`src/rtl/unit_alu_pipe.sv`:
```
// Pipelined add/sub/magnitude-subtract ALU for the mantissa datapath.
// The ALU feeds STAGES elastic stages with valid/ready flow control and a carried tag.
module unit_alu_pipe #(
    parameter int WIDTH  = 28,
    parameter int STAGES = 2,
    parameter int TAG_W  = 4
) (
    input  logic             clk,
    input  logic             rst,
    input  logic             in_valid,
    output logic             in_ready,
    input  logic [WIDTH-1:0] augend,
    input  logic [WIDTH-1:0] addend,
    input  logic [1:0]       mode,
    input  logic [TAG_W-1:0] in_tag,
    output logic             out_valid,
    input  logic             out_ready,
    output logic [WIDTH-1:0] result,
    output logic             c_alu,
    output logic             zero,
    output logic [TAG_W-1:0] out_tag
);

    typedef enum logic [1:0] {
        MODE_ADD    = 2'b00,
        MODE_SUB    = 2'b01,
        MODE_SUBMAG = 2'b10,
        MODE_PASS   = 2'b11
    } mode_e;

    logic [WIDTH:0]   sumAdd;
    logic [WIDTH:0]   sumSub;
    logic [WIDTH-1:0] result_d;
    logic             carry_d;
    logic             zero_d;

    logic [STAGES-1:0] valid_q;
    logic [STAGES-1:0] carry_q;
    logic [STAGES-1:0] zero_q;
    logic [WIDTH-1:0]  result_q [STAGES];
    logic [TAG_W-1:0]  tag_q    [STAGES];
    logic [STAGES-1:0] advance;

    // Bit WIDTH of the subtract sum is the no-borrow flag, so it also selects the SUBMAG direction.
    always_comb begin
        sumAdd   = {1'b0, augend} + {1'b0, addend};
        sumSub   = {1'b0, augend} + {1'b0, ~addend} + {{WIDTH{1'b0}}, 1'b1};
        result_d = '0;
        carry_d  = 1'b0;
        case (mode_e'(mode))
            MODE_ADD: begin
                result_d = sumAdd[WIDTH-1:0];
                carry_d  = sumAdd[WIDTH];
            end
            MODE_SUB: begin
                result_d = sumSub[WIDTH-1:0];
                carry_d  = sumSub[WIDTH];
            end
            MODE_SUBMAG: begin
                carry_d  = sumSub[WIDTH];
                result_d = sumSub[WIDTH] ? sumSub[WIDTH-1:0]
                                         : (~sumSub[WIDTH-1:0] + {{(WIDTH-1){1'b0}}, 1'b1});
            end
            default: begin
                result_d = augend;
                carry_d  = 1'b0;
            end
        endcase
        zero_d = (result_d == '0);
    end

    // A stage may move whenever any stage at or beyond it is empty, or the output is draining.
    always_comb begin
        logic allFull;
        allFull = 1'b1;
        advance = '0;
        for (int k = STAGES - 1; k >= 0; k--) begin
            allFull    = allFull & valid_q[k];
            advance[k] = out_ready | ~allFull;
        end
    end

    always_ff @(posedge clk) begin
        if (rst) begin
            valid_q <= '0;
            carry_q <= '0;
            zero_q  <= '0;
            for (int k = 0; k < STAGES; k++) begin
                result_q[k] <= '0;
                tag_q[k]    <= '0;
            end
        end else begin
            if (advance[0]) begin
                valid_q[0]  <= in_valid;
                result_q[0] <= result_d;
                carry_q[0]  <= carry_d;
                zero_q[0]   <= zero_d;
                tag_q[0]    <= in_tag;
            end
            for (int k = 1; k < STAGES; k++) begin
                if (advance[k]) begin
                    valid_q[k]  <= valid_q[k-1];
                    result_q[k] <= result_q[k-1];
                    carry_q[k]  <= carry_q[k-1];
                    zero_q[k]   <= zero_q[k-1];
                    tag_q[k]    <= tag_q[k-1];
                end
            end
        end
    end

    assign in_ready  = advance[0];
    assign out_valid = valid_q[STAGES-1];
    assign result    = result_q[STAGES-1];
    assign c_alu     = carry_q[STAGES-1];
    assign zero      = zero_q[STAGES-1];
    assign out_tag   = tag_q[STAGES-1];

endmodule

```
`config.mk`:
```
export PLATFORM = sky130hd
export DESIGN_NAME = unit_alu_pipe
export DESIGN_NICKNAME = d
export VERILOG_FILES = /design/src/rtl/unit_alu_pipe.sv
export SDC_FILE = /design/constraint.sdc
export NUM_CORES = 1
export LEC_CHECK = 0
export ABC_CLOCK_PERIOD_IN_PS = 5250
export BUFFER_PORTS_ARGS = -buffer_cell sky130_fd_sc_hd__buf_4
export CAP_MARGIN = 15
export CORE_AREA = 4 4 120 122
export CTS_CLUSTER_DIAMETER = 100
export DETAILED_ROUTE_END_ITERATION = 10
export DIE_AREA = 0 0 124 126
export MAX_ROUTING_LAYER = met4
export PLACE_DENSITY = 0.9
export REMOVE_ABC_BUFFERS = 1
export SYNTH_ARGS = -nofsm -noshare
export SYNTH_HDL_FRONTEND = slang
export SYNTH_SLANG_ARGS = --single-unit
```
`constraint.sdc`:
```
create_clock -name clk -period 5.25 [get_ports clk]
set_clock_uncertainty 0.1 [all_clocks]
set_input_delay 0.2625 -clock clk [delete_from_list [all_inputs] [get_ports clk]]
set_output_delay 0.2625 -clock clk [all_outputs]
set_load 0.01 [all_outputs]
```
==> out/results.txt <==
Outcome = finished clean
Worst-skew pair later-pin latency = 320 ps
Final Cycle Share = 86.7%
Starting Density = 59.6%
Synth top area share = 24.5%
Final Max Slew Viols = 0
Warnings, synthesis = 0
Final core utilization = 66.5%
Fin nets = 1133
RD Place Congestion = 0.989
CTS tree = built
Vias in the first global route = 6887
Syn_area_per_cell = 8.17 um2
Inserted Diodes = 0
Avg WL per Cell = 19.2 um
CP Max Fanout = 14
Core area = 0.0132 mm2
CTS max path bufs = 2
Vias post-DR = 7761
Synth Register Bits = 70
Chip Width = 124 um
DR iter-0 viols = 729
Buffers on Ports = 101
Number of max-cap violations = 0
Post-synth EDFFs = 64
Hold slack = 59.7 ps
Tot GR Track Use = 29.5%
Most common cell after layout, fill and taps aside = buf_4
Initial antenna violation count = 0
Clock transition at the registers of the reported paths = 50 ps
Max Clk Rate = 220 MHz
Htree depth = 3
Post-route setup TNS = 0 ps
Post-synth ARST share = 0%
Post-CTS Resized = 0
Worst-Margin Slew = 1070 ps
Root Buffer = clkbuf_16
First-pass iteration count of the detailed router = 6
Final setup fails = 0
Hold_buf cts = 0
RSZ-0062 raised after global routing = no
Hold Crit Class = in2reg
Post-CTS Setup Bufs = 0
Leakage = 0.00375 uW
Crit path kind = in2reg
Synth area leaders = edfxtp_1, ha_1, a21oi_1, and2_1, nor2_1
P&R area growth vs syn = 11.6%
Startpoint Class = input port
CTS buffer count = 9
Clk sinks = 70
Most frequent cells in the layout = buf_4, nor2_1, a21oi_1
Post-route ant nets = 0
WP data arrival = 4680 ps
Predominant post-synthesis flop cell = edfxtp_1
Ports = 102
HPWL after DPL = 17.7 mm
Floorplan row count = 42
Total routed wirelength = 22.7 mm
Unique masters post-synth = 86
CP endpoint kind = register
Die Ht = 126 um
Fin. Hold Viols = 0
Slew Limit Headroom = 28.4%
Total gr overflow = 0
Min Tclk post-route = 4550 ps
WP data required = 5380 ps
Peak supply drop = 0.184 mV
Register area share after synthesis = 26.0%
Mapped cell area = 0.00786 mm2
Pwr/cell area = 241 mW/mm2
Leading area contributor after synthesis = edfxtp_1
DRC errors left = 0
First-pass GRT wire length = 35.7 mm
Layout cells sized above 1 = 15.1%
Area of the die = 0.0156 mm2
Pin count of the biggest net entering global routing = 47
Vias/cell = 6.55
Post-Syn Instances = 961
## layer usage
layer / track usage [%] / share of wire (%) / wire length [um]
met4: 10.2 / 2.8 / 636
met1: 41.8 / 42 / 9600
met3: 2.96 / 10 / 2310
met5: - / 0 / 0
met2: 44.0 / 45 / 10200
## cell type report
type | count | area (um2)
Tap cell | 176 | 220
Clock buffer | 10 | 229
Timing Repair Buffer | 115 | 863
Multi-Input combinational cell | 739 | 5100
Clock inverter | 6 | 52.6
Fill cell | 1154 | 4420
Inverter | 69 | 259
Sequential cell | 70 | 2040
## power by group
part           switching [uW]  internal [uW]  total (uW)
sequential               11.6            666         678
combinational             540            341         881
clock                     196            361         557
total                     747           1370        2120
## registers in the layout, summed over array words and instances (netlist names)
name      count
valid_q       2
zero_q        2
tag_q         8
carry_q       2
result_q     56
## cell usage after synthesis, types with 5 or more instances
cell type	instances
nand2_1	59
o211ai_1	16
mux2i_1	6
and3_1	10
nor4_1	8
inv_1	66
a2111oi_0	8
a211oi_1	11
a21oi_1	72
or4_1	10
ha_1	61
nor2b_1	5
a221o_1	7
o2111ai_1	9
buf_4	32
a31oi_1	15
nand3_1	29
dfxtp_1	6
or2_2	5
edfxtp_1	64
o22ai_1	5
xnor2_1	31
and2_1	52
nand2b_1	17
xor2_1	9
a21o_1	11
o21bai_1	7
a22oi_1	5
o21ai_0	30
o21a_1	7
nor3_1	28
o21ai_1	7
a221oi_1	8
o221ai_1	9
clkbuf_1	41
buf_2	5
o31ai_1	11
nor2_1	75
nand4_1	9
## through the flow
stage,setup slack [ps],total power [uW],area [um2],std cells
floorplan,1150,1270,7400,878
global placement,584,1530,8490,1169
detailed placement,567,1540,8490,1169
CTS,899,2100,8770,1185
global route,435,2230,8770,1185
finish,697,2120,8770,1185
## worst paths after layout
check | start | endpoint | slack, ps | cells after the start
setup reg to reg | valid_q[1] | zero_q[0] | 2590 | 11
hold / removal | in_valid | valid_q[0] | 60 | 3
hold reg to reg | valid_q[0] | valid_q[1] | 360 | 2
setup / recovery | augend[4] | zero_q[0] | 700 | 15
## cell families after synthesis
family	Yosys count	synth area share, %
buffers and inverters	152	9.06
adder cells (fa/ha/maj)	63	10.2
AND/OR/NAND/NOR	330	22.0
XOR/XNOR	40	4.46
flip-flops	70	26.0
multiplexers	7	0.908
AO/OA/AOI/OAI	299	27.4
## critical path: stages
cell       delay (ps)
buf_4             120
ha_1              550
a21o_1            240
a31oi_1            80
a21oi_1           410
o211ai_1          240
a2111oi_0         850
o211ai_1          300
nor3_1            200
buf_4             180
and3_1            220
nor3_1             80
a2111oi_0         480
o2111ai_1         220
o41ai_2           230
No activity file was read; power rests on OpenSTA's default activity.
